[src/rtl/pcileech_pcie_tlp_width_bridge_if.sv]
// rtl/pcileech_pcie_tlp_width_bridge_if.sv - core AXI-stream and DW FIFO bundle for the TLP width bridge
interface pcileech_pcie_tlp_width_bridge_if #(
    parameter int DATA_W = 64
);
    localparam int KEEP_W = DATA_W / 8;

    // core RX stream (core -> bridge)
    logic [DATA_W-1:0] m_axis_rx_tdata;
    logic [KEEP_W-1:0] m_axis_rx_tkeep;
    logic              m_axis_rx_tlast;
    logic              m_axis_rx_tvalid;
    logic              m_axis_rx_tready;

    logic              cfg_command_bus_master_enable;

    // DW stream towards the FIFO: [31:0] DW, [32] last, [33] BME
    logic [33:0]       tlp_tx_data;
    logic              tlp_tx_valid;
    logic              tlp_tx_ready;

    // DW stream from the FIFO: [31:0] DW, [32] last, [33] ignored
    logic [33:0]       tlp_rx_data;
    logic              tlp_rx_valid;
    logic              tlp_rx_ready;

    // core TX stream (bridge -> core)
    logic [DATA_W-1:0] s_axis_tx_tdata;
    logic [KEEP_W-1:0] s_axis_tx_tkeep;
    logic              s_axis_tx_tlast;
    logic              s_axis_tx_tvalid;
    logic              s_axis_tx_tready;

    // bridge side
    modport slave (
        input  m_axis_rx_tdata, m_axis_rx_tkeep, m_axis_rx_tlast, m_axis_rx_tvalid,
        output m_axis_rx_tready,
        input  cfg_command_bus_master_enable,
        output tlp_tx_data, tlp_tx_valid,
        input  tlp_tx_ready,
        input  tlp_rx_data, tlp_rx_valid,
        output tlp_rx_ready,
        output s_axis_tx_tdata, s_axis_tx_tkeep, s_axis_tx_tlast, s_axis_tx_tvalid,
        input  s_axis_tx_tready
    );

    // core + FIFO side
    modport master (
        output m_axis_rx_tdata, m_axis_rx_tkeep, m_axis_rx_tlast, m_axis_rx_tvalid,
        input  m_axis_rx_tready,
        output cfg_command_bus_master_enable,
        input  tlp_tx_data, tlp_tx_valid,
        output tlp_tx_ready,
        output tlp_rx_data, tlp_rx_valid,
        input  tlp_rx_ready,
        input  s_axis_tx_tdata, s_axis_tx_tkeep, s_axis_tx_tlast, s_axis_tx_tvalid,
        output s_axis_tx_tready
    );
endinterface

[src/rtl/pcileech_pcie_tlp_width_bridge.sv]
// rtl/pcileech_pcie_tlp_width_bridge.sv - unpacks core RX beats into DWs and packs FIFO DWs into core TX beats
module pcileech_pcie_tlp_width_bridge #(
    parameter int DATA_W = 64
) (
    input  logic                                   user_clk,
    input  logic                                   user_reset,
    pcileech_pcie_tlp_width_bridge_if.slave        bus
);
    localparam int KEEP_W = DATA_W / 8;
    localparam int NL     = DATA_W / 32;
    localparam int LW     = (NL > 1) ? $clog2(NL) : 1;
    localparam int CW     = $clog2(NL + 1);

    generate
        if (DATA_W != 32 && DATA_W != 64 && DATA_W != 128) begin : g_bad_width
            $error("pcileech_pcie_tlp_width_bridge: DATA_W must be 32, 64 or 128");
        end
    endgenerate

    // ---------------- RX unpack ----------------
    // rx_data_q shifts down one DW per emit so the presented DW is always [31:0];
    // rx_rem_q counts DWs still to emit, zero meaning the register is empty.
    logic [DATA_W-1:0] rx_data_q, rx_data_d;
    logic [CW-1:0]     rx_rem_q, rx_rem_d;
    logic              rx_last_q, rx_last_d;
    logic              rx_bme_q, rx_bme_d;
    logic [CW-1:0]     rx_lanes;
    logic              rx_full, rx_final, rx_accept, rx_pop;

    assign rx_full  = (rx_rem_q != '0);
    assign rx_final = (rx_rem_q == CW'(1));
    assign rx_pop   = rx_full && bus.tlp_tx_ready;

    // a new beat may enter in the same cycle the final DW of the previous one leaves
    assign bus.m_axis_rx_tready = !user_reset && (!rx_full || (bus.tlp_tx_ready && rx_final));
    assign rx_accept            = bus.m_axis_rx_tvalid && bus.m_axis_rx_tready;

    assign bus.tlp_tx_valid = !user_reset && rx_full;
    assign bus.tlp_tx_data  = bus.tlp_tx_valid ? {rx_bme_q, rx_last_q && rx_final, rx_data_q[31:0]} : '0;

    // count full-DW keep groups; valid lanes are contiguous from lane 0
    always_comb begin
        rx_lanes = '0;
        for (int i = 0; i < NL; i++) begin
            if (bus.m_axis_rx_tkeep[i*4 +: 4] == 4'hF) rx_lanes = CW'(i + 1);
        end
    end

    // capture a beat or advance to the next DW
    always_comb begin
        rx_data_d = rx_data_q;
        rx_rem_d  = rx_rem_q;
        rx_last_d = rx_last_q;
        rx_bme_d  = rx_bme_q;
        if (rx_accept) begin
            rx_data_d = bus.m_axis_rx_tdata;
            rx_rem_d  = rx_lanes;
            rx_last_d = bus.m_axis_rx_tlast;
            rx_bme_d  = bus.cfg_command_bus_master_enable;
        end else if (rx_pop) begin
            rx_data_d = rx_data_q >> 32;
            rx_rem_d  = rx_rem_q - 1'b1;
        end
    end

    // unpack register state
    always_ff @(posedge user_clk) begin
        if (user_reset) begin
            rx_data_q <= '0;
            rx_rem_q  <= '0;
            rx_last_q <= 1'b0;
            rx_bme_q  <= 1'b0;
        end else begin
            rx_data_q <= rx_data_d;
            rx_rem_q  <= rx_rem_d;
            rx_last_q <= rx_last_d;
            rx_bme_q  <= rx_bme_d;
        end
    end

    // ---------------- TX pack ----------------
    // tx_acc_q gathers DWs of the beat being built; closed beats move to the tx_*_q output holding regs.
    logic [DATA_W-1:0] tx_acc_q, tx_acc_d;
    logic [LW-1:0]     tx_lane_q, tx_lane_d;
    logic              tx_pend_q, tx_pend_d;
    logic [DATA_W-1:0] tx_data_q, tx_data_d;
    logic [KEEP_W-1:0] tx_keep_q, tx_keep_d;
    logic              tx_last_q, tx_last_d;
    logic [DATA_W-1:0] tx_merged;
    logic [KEEP_W-1:0] tx_fill;
    logic              tx_accept, tx_close;
    logic              unused_rx_bit33;

    assign unused_rx_bit33 = bus.tlp_rx_data[33];

    assign bus.tlp_rx_ready = !user_reset && (!tx_pend_q || bus.s_axis_tx_tready);
    assign tx_accept        = bus.tlp_rx_valid && bus.tlp_rx_ready;
    assign tx_close         = tx_accept && (bus.tlp_rx_data[32] || (tx_lane_q == LW'(NL - 1)));

    assign bus.s_axis_tx_tvalid = !user_reset && tx_pend_q;
    assign bus.s_axis_tx_tdata  = user_reset ? '0 : tx_data_q;
    assign bus.s_axis_tx_tkeep  = user_reset ? '0 : tx_keep_q;
    assign bus.s_axis_tx_tlast  = !user_reset && tx_last_q;

    // insert the incoming DW at the current lane and form the keep mask of filled lanes
    always_comb begin
        tx_merged = tx_acc_q;
        tx_fill   = '0;
        for (int i = 0; i < NL; i++) begin
            if (LW'(i) == tx_lane_q) tx_merged[i*32 +: 32] = bus.tlp_rx_data[31:0];
            if (LW'(i) <= tx_lane_q) tx_fill[i*4 +: 4] = 4'hF;
        end
    end

    // accumulate DWs, close beats, retire the pending beat on core handshake
    always_comb begin
        tx_acc_d  = tx_acc_q;
        tx_lane_d = tx_lane_q;
        tx_pend_d = tx_pend_q;
        tx_data_d = tx_data_q;
        tx_keep_d = tx_keep_q;
        tx_last_d = tx_last_q;
        if (tx_pend_q && bus.s_axis_tx_tready) tx_pend_d = 1'b0;
        if (tx_close) begin
            tx_data_d = tx_merged;
            tx_keep_d = tx_fill;
            tx_last_d = bus.tlp_rx_data[32];
            tx_pend_d = 1'b1;
            tx_acc_d  = '0;
            tx_lane_d = '0;
        end else if (tx_accept) begin
            tx_acc_d  = tx_merged;
            tx_lane_d = tx_lane_q + 1'b1;
        end
    end

    // pack state and output holding registers
    always_ff @(posedge user_clk) begin
        if (user_reset) begin
            tx_acc_q  <= '0;
            tx_lane_q <= '0;
            tx_pend_q <= 1'b0;
            tx_data_q <= '0;
            tx_keep_q <= '0;
            tx_last_q <= 1'b0;
        end else begin
            tx_acc_q  <= tx_acc_d;
            tx_lane_q <= tx_lane_d;
            tx_pend_q <= tx_pend_d;
            tx_data_q <= tx_data_d;
            tx_keep_q <= tx_keep_d;
            tx_last_q <= tx_last_d;
        end
    end
endmodule

[src/flat_wrapper.sv]
// flat-port wrapper written by rule: the top's interface ports become plain ports
module pcileech_pcie_tlp_width_bridge_flat 
#(
    parameter int DATA_W = 64
)
  (user_clk, user_reset, bus_m_axis_rx_tdata, bus_m_axis_rx_tkeep, bus_m_axis_rx_tlast, bus_m_axis_rx_tvalid, bus_m_axis_rx_tready, bus_cfg_command_bus_master_enable, bus_tlp_tx_data, bus_tlp_tx_valid, bus_tlp_tx_ready, bus_tlp_rx_data, bus_tlp_rx_valid, bus_tlp_rx_ready, bus_s_axis_tx_tdata, bus_s_axis_tx_tkeep, bus_s_axis_tx_tlast, bus_s_axis_tx_tvalid, bus_s_axis_tx_tready);
  pcileech_pcie_tlp_width_bridge_if #(.DATA_W(DATA_W)) bus_i ();
  input  logic user_clk;
  input  logic user_reset;
  input wire logic [$bits(bus_i.m_axis_rx_tdata)-1:0] bus_m_axis_rx_tdata;
  input wire logic [$bits(bus_i.m_axis_rx_tkeep)-1:0] bus_m_axis_rx_tkeep;
  input wire logic [$bits(bus_i.m_axis_rx_tlast)-1:0] bus_m_axis_rx_tlast;
  input wire logic [$bits(bus_i.m_axis_rx_tvalid)-1:0] bus_m_axis_rx_tvalid;
  output wire logic [$bits(bus_i.m_axis_rx_tready)-1:0] bus_m_axis_rx_tready;
  input wire logic [$bits(bus_i.cfg_command_bus_master_enable)-1:0] bus_cfg_command_bus_master_enable;
  output wire logic [$bits(bus_i.tlp_tx_data)-1:0] bus_tlp_tx_data;
  output wire logic [$bits(bus_i.tlp_tx_valid)-1:0] bus_tlp_tx_valid;
  input wire logic [$bits(bus_i.tlp_tx_ready)-1:0] bus_tlp_tx_ready;
  input wire logic [$bits(bus_i.tlp_rx_data)-1:0] bus_tlp_rx_data;
  input wire logic [$bits(bus_i.tlp_rx_valid)-1:0] bus_tlp_rx_valid;
  output wire logic [$bits(bus_i.tlp_rx_ready)-1:0] bus_tlp_rx_ready;
  output wire logic [$bits(bus_i.s_axis_tx_tdata)-1:0] bus_s_axis_tx_tdata;
  output wire logic [$bits(bus_i.s_axis_tx_tkeep)-1:0] bus_s_axis_tx_tkeep;
  output wire logic [$bits(bus_i.s_axis_tx_tlast)-1:0] bus_s_axis_tx_tlast;
  output wire logic [$bits(bus_i.s_axis_tx_tvalid)-1:0] bus_s_axis_tx_tvalid;
  input wire logic [$bits(bus_i.s_axis_tx_tready)-1:0] bus_s_axis_tx_tready;
  assign bus_i.m_axis_rx_tdata = bus_m_axis_rx_tdata;
  assign bus_i.m_axis_rx_tkeep = bus_m_axis_rx_tkeep;
  assign bus_i.m_axis_rx_tlast = bus_m_axis_rx_tlast;
  assign bus_i.m_axis_rx_tvalid = bus_m_axis_rx_tvalid;
  assign bus_m_axis_rx_tready = bus_i.m_axis_rx_tready;
  assign bus_i.cfg_command_bus_master_enable = bus_cfg_command_bus_master_enable;
  assign bus_tlp_tx_data = bus_i.tlp_tx_data;
  assign bus_tlp_tx_valid = bus_i.tlp_tx_valid;
  assign bus_i.tlp_tx_ready = bus_tlp_tx_ready;
  assign bus_i.tlp_rx_data = bus_tlp_rx_data;
  assign bus_i.tlp_rx_valid = bus_tlp_rx_valid;
  assign bus_tlp_rx_ready = bus_i.tlp_rx_ready;
  assign bus_s_axis_tx_tdata = bus_i.s_axis_tx_tdata;
  assign bus_s_axis_tx_tkeep = bus_i.s_axis_tx_tkeep;
  assign bus_s_axis_tx_tlast = bus_i.s_axis_tx_tlast;
  assign bus_s_axis_tx_tvalid = bus_i.s_axis_tx_tvalid;
  assign bus_i.s_axis_tx_tready = bus_s_axis_tx_tready;
  pcileech_pcie_tlp_width_bridge #(.DATA_W(DATA_W)) u_core (.user_clk(user_clk), .user_reset(user_reset), .bus(bus_i));
endmodule
[config.mk]
export PLATFORM = sky130hd
export DESIGN_NAME = pcileech_pcie_tlp_width_bridge_flat
export DESIGN_NICKNAME = d
export VERILOG_FILES = /design/src/rtl/pcileech_pcie_tlp_width_bridge_if.sv /design/src/rtl/pcileech_pcie_tlp_width_bridge.sv /design/src/flat_wrapper.sv
export SDC_FILE = /design/constraint.sdc
export NUM_CORES = 1
export LEC_CHECK = 0
export CAP_MARGIN = 20
export CORE_ASPECT_RATIO = 0.8
export CORE_MARGIN = 2
export CORE_UTILIZATION = 53
export CTS_CLUSTER_SIZE = 28
export DETAILED_ROUTE_END_ITERATION = 8
export PLACE_DENSITY = 0.94
export SYNTH_ARGS = -nofsm -noshare
export SYNTH_HDL_FRONTEND = slang
export SYNTH_SLANG_ARGS = --single-unit
[constraint.sdc]
create_clock -name user_clk -period 2.9 [get_ports user_clk]
set_input_delay 0.29 -clock user_clk [delete_from_list [all_inputs] [get_ports user_clk]]
set_output_delay 0.29 -clock user_clk [all_outputs]
set_load 0.05 [all_outputs]
=== After elaboration in Yosys (flattened, before gate mapping) ===
Cells that the tools add are included.

* Register bits: 207
* Input bits: 114
* Output and inout port bits: 111

* Add/sub/neg operators: 2
* $lt $le $gt $ge: 2
* Equal/unequal tests: 3
* Mux-type cells: 15
* Reduce and logical (&&, ||, !) cells: 22

{| class="wikitable"
|+ Operators by type and width
! operator !! number
|-
| $mux W64 || 3
|-
| $mux W32 || 2
|-
| $mux W34 || 1
|-
| $logic_and A1 B1 Y1 || 12
|-
| $eq A4 B4 Y1 const B || 2
|-
| $mux W4 || 2
|-
| $mux W8 || 1
|-
| $mux W2 || 3
|-
| $reduce_bool A2 Y1 || 3
|-
| $logic_not A1 Y1 || 3
|-
| $logic_or A1 B1 Y1 || 3
|-
| $mux W1 || 3
|-
| $eq A2 B1 Y1 const B || 1
|-
| $le A1 B1 Y1 const A || 2
|-
| $reduce_or A2 Y1 || 1
|-
| $sub A2 B1 Y2 const B || 1
|-
| $add A1 B1 Y1 const B || 1
|}

=== Depth between registers and ports, before layout ===
* Word-level depth: 6
* Gate-level depth with buffers: 8

=== Worst setup path before layout ===
No wires, ideal clock.

* Path kind: reg2out
* Start: reg u_core.rx_rem_q[0]
* End: out bus_tlp_tx_data[0]
* Data arrival time: 1988 ps
* Required time: 2610 ps
* Setup slack: 622 ps
* Cell stages (with the launch flop): 6
* Buffers on the path: 1
* Path through: dfxtp_1 inv_1 ha_1 nor2_1 clkbuf_1 and2_1

* Longest elaborated chain between the ends: 3

{| class="wikitable"
|+ RTL lines
! what !! line !! text
|-
| start: declaration || pcileech_pcie_tlp_width_bridge.sv:24 || <nowiki>logic [CW-1:0] rx_rem_q, rx_rem_d;</nowiki>
|-
| start signal: assignment || pcileech_pcie_tlp_width_bridge.sv:75 || <nowiki>rx_rem_q <= rx_rem_d;</nowiki>
|-
| $reduce_bool A2 Y1 || pcileech_pcie_tlp_width_bridge.sv:30 || <nowiki>assign rx_full = (rx_rem_q != '0);</nowiki>
|-
| $logic_and A1 B1 Y1 || pcileech_pcie_tlp_width_bridge.sv:38 || <nowiki>assign bus.tlp_tx_valid = !user_reset && rx_full;</nowiki>
|-
| via bus_tlp_tx_valid || flat_wrapper.sv:17 || <nowiki>output wire logic [$bits(bus_i.tlp_tx_valid)-1:0] bus_tlp_tx_valid;</nowiki>
|-
| $mux W34 || pcileech_pcie_tlp_width_bridge.sv:39 || <nowiki>assign bus.tlp_tx_data = bus.tlp_tx_valid ? {rx_bme_q, rx_last_q && rx_final, rx_data_q[31:0]} : '0;</nowiki>
|-
| end: declaration || flat_wrapper.sv:16 || <nowiki>output wire logic [$bits(bus_i.tlp_tx_data)-1:0] bus_tlp_tx_data;</nowiki>
|}

The timed path passes the listed nets, and every way through them passes these cells.

=== Worst setup path after layout ===
* Start: reg u_core.rx_rem_q[0]
* End: out bus_m_axis_rx_tready

* Longest elaborated chain between the ends: 4
* Elaborated cells between the ends (all ways): 6
* Those cells by class: eq/ne (1); reduce/logical (5)

{| class="wikitable"
|+ RTL lines
! what !! line !! text
|-
| $eq A2 B1 Y1 / $reduce_bool A2 Y1 (equally long branches) || pcileech_pcie_tlp_width_bridge.sv:31, pcileech_pcie_tlp_width_bridge.sv:30 ||
|-
| $logic_and A1 B1 Y1 / $logic_not A1 Y1 (equally long branches) || pcileech_pcie_tlp_width_bridge.sv:35 || <nowiki>assign bus.m_axis_rx_tready = !user_reset && (!rx_full || (bus.tlp_tx_ready && rx_final));</nowiki>
|-
| $logic_or A1 B1 Y1 * || pcileech_pcie_tlp_width_bridge.sv:35 ||
|-
| $logic_and A1 B1 Y1 * || pcileech_pcie_tlp_width_bridge.sv:35 ||
|-
| end: declaration || flat_wrapper.sv:14 || <nowiki>output wire logic [$bits(bus_i.m_axis_rx_tready)-1:0] bus_m_axis_rx_tready;</nowiki>
|}

Every way passes the cells marked *; elsewhere a longest branch is shown, timed or not.

==> impl_metrics.py <==
metrics = {
    "finish": {
        "layout_common_cells": "nand2_1, dfxtp_1, clkdlybuf4s50_1, a21oi_1, nor2b_1",
        "fillers": 1021,
        "diodes": 0,
        "drive_gt1_share_pct": 7.884,
        "nNetsFinal": 1346,
        "area_growth_pct": 39.83,
        "final_common_cell": "nand2_1",
    },
    "clock_network": {
        "root_buffer": "clkbuf_16",
        "path_clk_slew_ns": 0.06,
        "htree_num_levels": 1,
        "tritoncts": "done",
        "postCtsSetupRepairBufs": 0,
        "cts_sinks": 201,
        "clock_latency_ns": 0.49,
        "cts_resized": 0,
        "cts_hold_buf": 0,
        "cts_buffer_depth": 3,
        "cts_buffers": 21,
    },
    "timing": {
        "slew_viol_final": 0,
        "worst_slack_ns": 0.3535,
        "fmax_mhz": 392.7,
        "tightest_slew_ns": 0.6791,
        "layout_min_cycle_time_ns": 2.547,
        "hold_viol": 0,
        "maxSlewHeadroom_pct": 54.73,
        "setup_tns_ns": 0,
        "period_share_pct": 87.81,
        "setup_viol": 0,
        "fin_skew_ns": 0.008084,
        "rsz0062_at_grt": "no",
    },
    "yosys": {
        "yosys_most_used_dff": "dfxtp_1",
        "async_reset_ff_share_pct": 0,
        "synth_top_family_by_area": "simple AND/OR/NAND/NOR gates",
        "syn_area_per_cell_um2": 8.092,
        "ys_warn_count": 0,
        "yosys.area_share.simple_pct": 25.61,
        "synthXorXnorAreaFrac_pct": 0.1027,
        "synth.top_cell.area_share_pct": 47.18,
        "synthDistinctLibCells": 32,
        "synth_edf_count": 0,
        "syn-cell-area_um2": 8529,
        "synthMuxAreaShare_pct": 7.511,
        "synth_fa_ha_area_share_pct": 0.2934,
        "synth_compound_area_share_pct": 13.58,
        "ys_top_cells_by_area": "dfxtp_1, nand2_1, mux2i_1",
        "yosys.area.top_type": "dfxtp_1",
        "ys_seq_area_share_pct": 47.18,
        "synth_seq_cells": 201,
        "syn-num-nets": 1170,
        "syn_inst": 1054,
    },
    "drt": {
        "via_per_inst": 5.495,
        "drc_errors": 0,
        "num_vias": 8012,
        "wl_um": 24150,
        "routedWlPerCell_um": 16.56,
        "drtIter0Drc": 515,
        "ant_nets": 0,
        "firstDrtPassIters": 5,
    },
    "global_route": {
        "overflow": 0,
        "antenna_found_initial": 0,
        "grt_max_degree": 76,
        "grt_first_pass_wirelength_um": 38520,
        "grt_pass1_vias": 7716,
        "grtUsageTotal_pct": 26.97,
    },
    "floorplanning": {
        "num_rows": 41,
        "pin_count": 225,
        "die_h_um": 117.5,
        "initial_utilization_pct": 54.16,
        "dieArea_um2": 17130,
        "die-width_um": 145.8,
        "coreArea_um2": 15750,
    },
    "power": {
        "cellLeakagePower_uw": 0.004193,
        "p_per_area_nw_per_um2": 590.6,
        "peakVddDrop_uv": 436.6,
        "p_sw_share_pct": 25.53,
        "combPwrFrac_pct": 15.5,
        "pwr-share-seq_pct": 42.5,
        "p_switching_uw": 1798,
        "pwr-share-clk_pct": 42.0,
        "internal_power_uw": 5246,
    },
    "critical_path": {
        "crit_family": "buffers and inverters",
        "cp.depth": 5,
        "slowest_delay_ns": 0.73,
        "start_kind": "register",
        "reg2regPathDepth": 6,
        "cp.arrival_ns": 2.26,
        "ff2ff_setup_slack_ns": 0.79,
        "critical-path-slowest-cell": "clkdlybuf4s50_1",
        "cp_max_fo": 4,
        "reg2reg_from": "u_core.rx_rem_q[0]",
        "required_ns": 2.61,
        "worstPathCellList": "inv_1 -> ha_1 -> a21o_1 -> and2_1 -> clkdlybuf4s50_1",
        "crit_type": "reg -> out",
        "worstReg2RegEnd": "u_core.rx_data_q[13]",
        "crit_buf_inv": 2,
        "worst_setup_path_end_kind": "output port",
    },
    "place": {
        "io_buffer_count": 223,
        "place_congestion": 0.7975,
        "dp_slack_ns": 0.6359,
        "dp_hpwl_um": 15670,
    },
    "hold_path": {
        "hold_path.class": "in -> reg",
        "hold_end": "u_core.rx_data_q[48]",
        "hp-start": "bus_m_axis_rx_tdata[48]",
        "holdPathStages": 3,
    },
    "job": {
        "drv_cap": 0,
    },
    "outcome": {
        "run_status": "finished clean",
    },
}
## power by group through the flow
| stage | Sequential [µW] | Combinational [µW] | Clock (µW) |
|---|---|---|---|
| after global routing | 3000 | 1170 | 3110 |
| after global placement | 3040 | 1050 | 0 |
| after detailed placement | 3050 | 1080 | 0 |
| after floorplan | 3010 | 663 | 0 |
| after CTS | 2990 | 1090 | 2990 |
| final | 2990 | 1090 | 2960 |
## worst max path at each step
stage                       startpoint                    to  slack, ns
detailed placement          user_reset  u_core.rx_data_q[13]       0.64
floorplan           u_core.rx_rem_q[0]    bus_tlp_tx_data[0]       0.62
CTS                 u_core.rx_rem_q[0]  bus_m_axis_rx_tready       0.34
global route        u_core.rx_rem_q[1]  bus_m_axis_rx_tready       0.27
global placement            user_reset  bus_m_axis_rx_tready       0.67
finish              u_core.rx_rem_q[0]  bus_m_axis_rx_tready       0.35
## worst min-delay path: stages
cell and delay [ns]:
clkdlybuf4s50_1 0.39, nand2_1 0.05, a21oi_1 0.05
## metrics by stage
step | power, µW | hold WS, ns | util, % | cells | area (µm²)
after global placement | 4088 | 0.4264 | 70.90 | 1422 | 11170
after global routing | 7281 | 0.3384 | 75.73 | 1458 | 11930
after CTS | 7063 | 0.3341 | 75.73 | 1458 | 11930
after floorplan | 3677 | 0.3986 | - | 1054 | 8529
final | 7044 | 0.3444 | 75.73 | 1458 | 11930
after detailed placement | 4124 | 0.4341 | 70.90 | 1422 | 11170
## final cells by class
| type | instances | area (µm²) | area share, % |
|---|---|---|---|
| repair buffers | 244 | 2813 | 23.58 |
| clock buffers | 29 | 596.8 | 5.004 |
| multi-input cells | 758 | 4041 | 33.89 |
| well taps | 215 | 269.0 | 2.256 |
| flip-flops and latches | 201 | 4028 | 33.77 |
| inverters | 4 | 15.01 | 0.1259 |
| clock inverters | 7 | 163.9 | 1.374 |
## sequential cells by signal, indices dropped and copies added, names as in the netlist
| signal | flops |
|---|---|
| u_core.tx_acc_q | 64 |
| u_core.rx_bme_q | 1 |
| u_core.rx_last_q | 1 |
| u_core.tx_data_q | 64 |
| u_core.tx_lane_q | 1 |
| u_core.tx_keep_q | 2 |
| u_core.rx_rem_q | 2 |
| u_core.tx_pend_q | 1 |
| u_core.rx_data_q | 64 |
| u_core.tx_last_q | 1 |
## cell families (layout without fill, tap and decap cells)
family,count (synthesis),in the layout
AND/OR/NAND/NOR,489,489
adder cells (fa/ha/maj),2,2
multiplexers,64,64
AO/OA/AOI/OAI,202,202
XOR/XNOR,1,1
flip-flops,201,201
buffers and inverters,95,284
## cell usage after synthesis, drive strengths merged, types with 2 or more instances
cell type  count
nand3         35
nand2        299
nand2b         4
buf           59
inv            4
a21oi         97
nor2b         70
and2          35
dfxtp        201
a21o           2
and3           3
mux2i         64
a311oi        32
o21ai         68
nor2          37
ha             2
clkbuf        32
## routing by layer
layer | wire (µm) | GRT usage (%)
met1 | 9470 | 33.33
met2 | 11810 | 46.52
met3 | 1893 | 4.806
met4 | 973 | 11.15
met5 | 0 | 0
No activity file was read; power rests on OpenSTA's default activity.
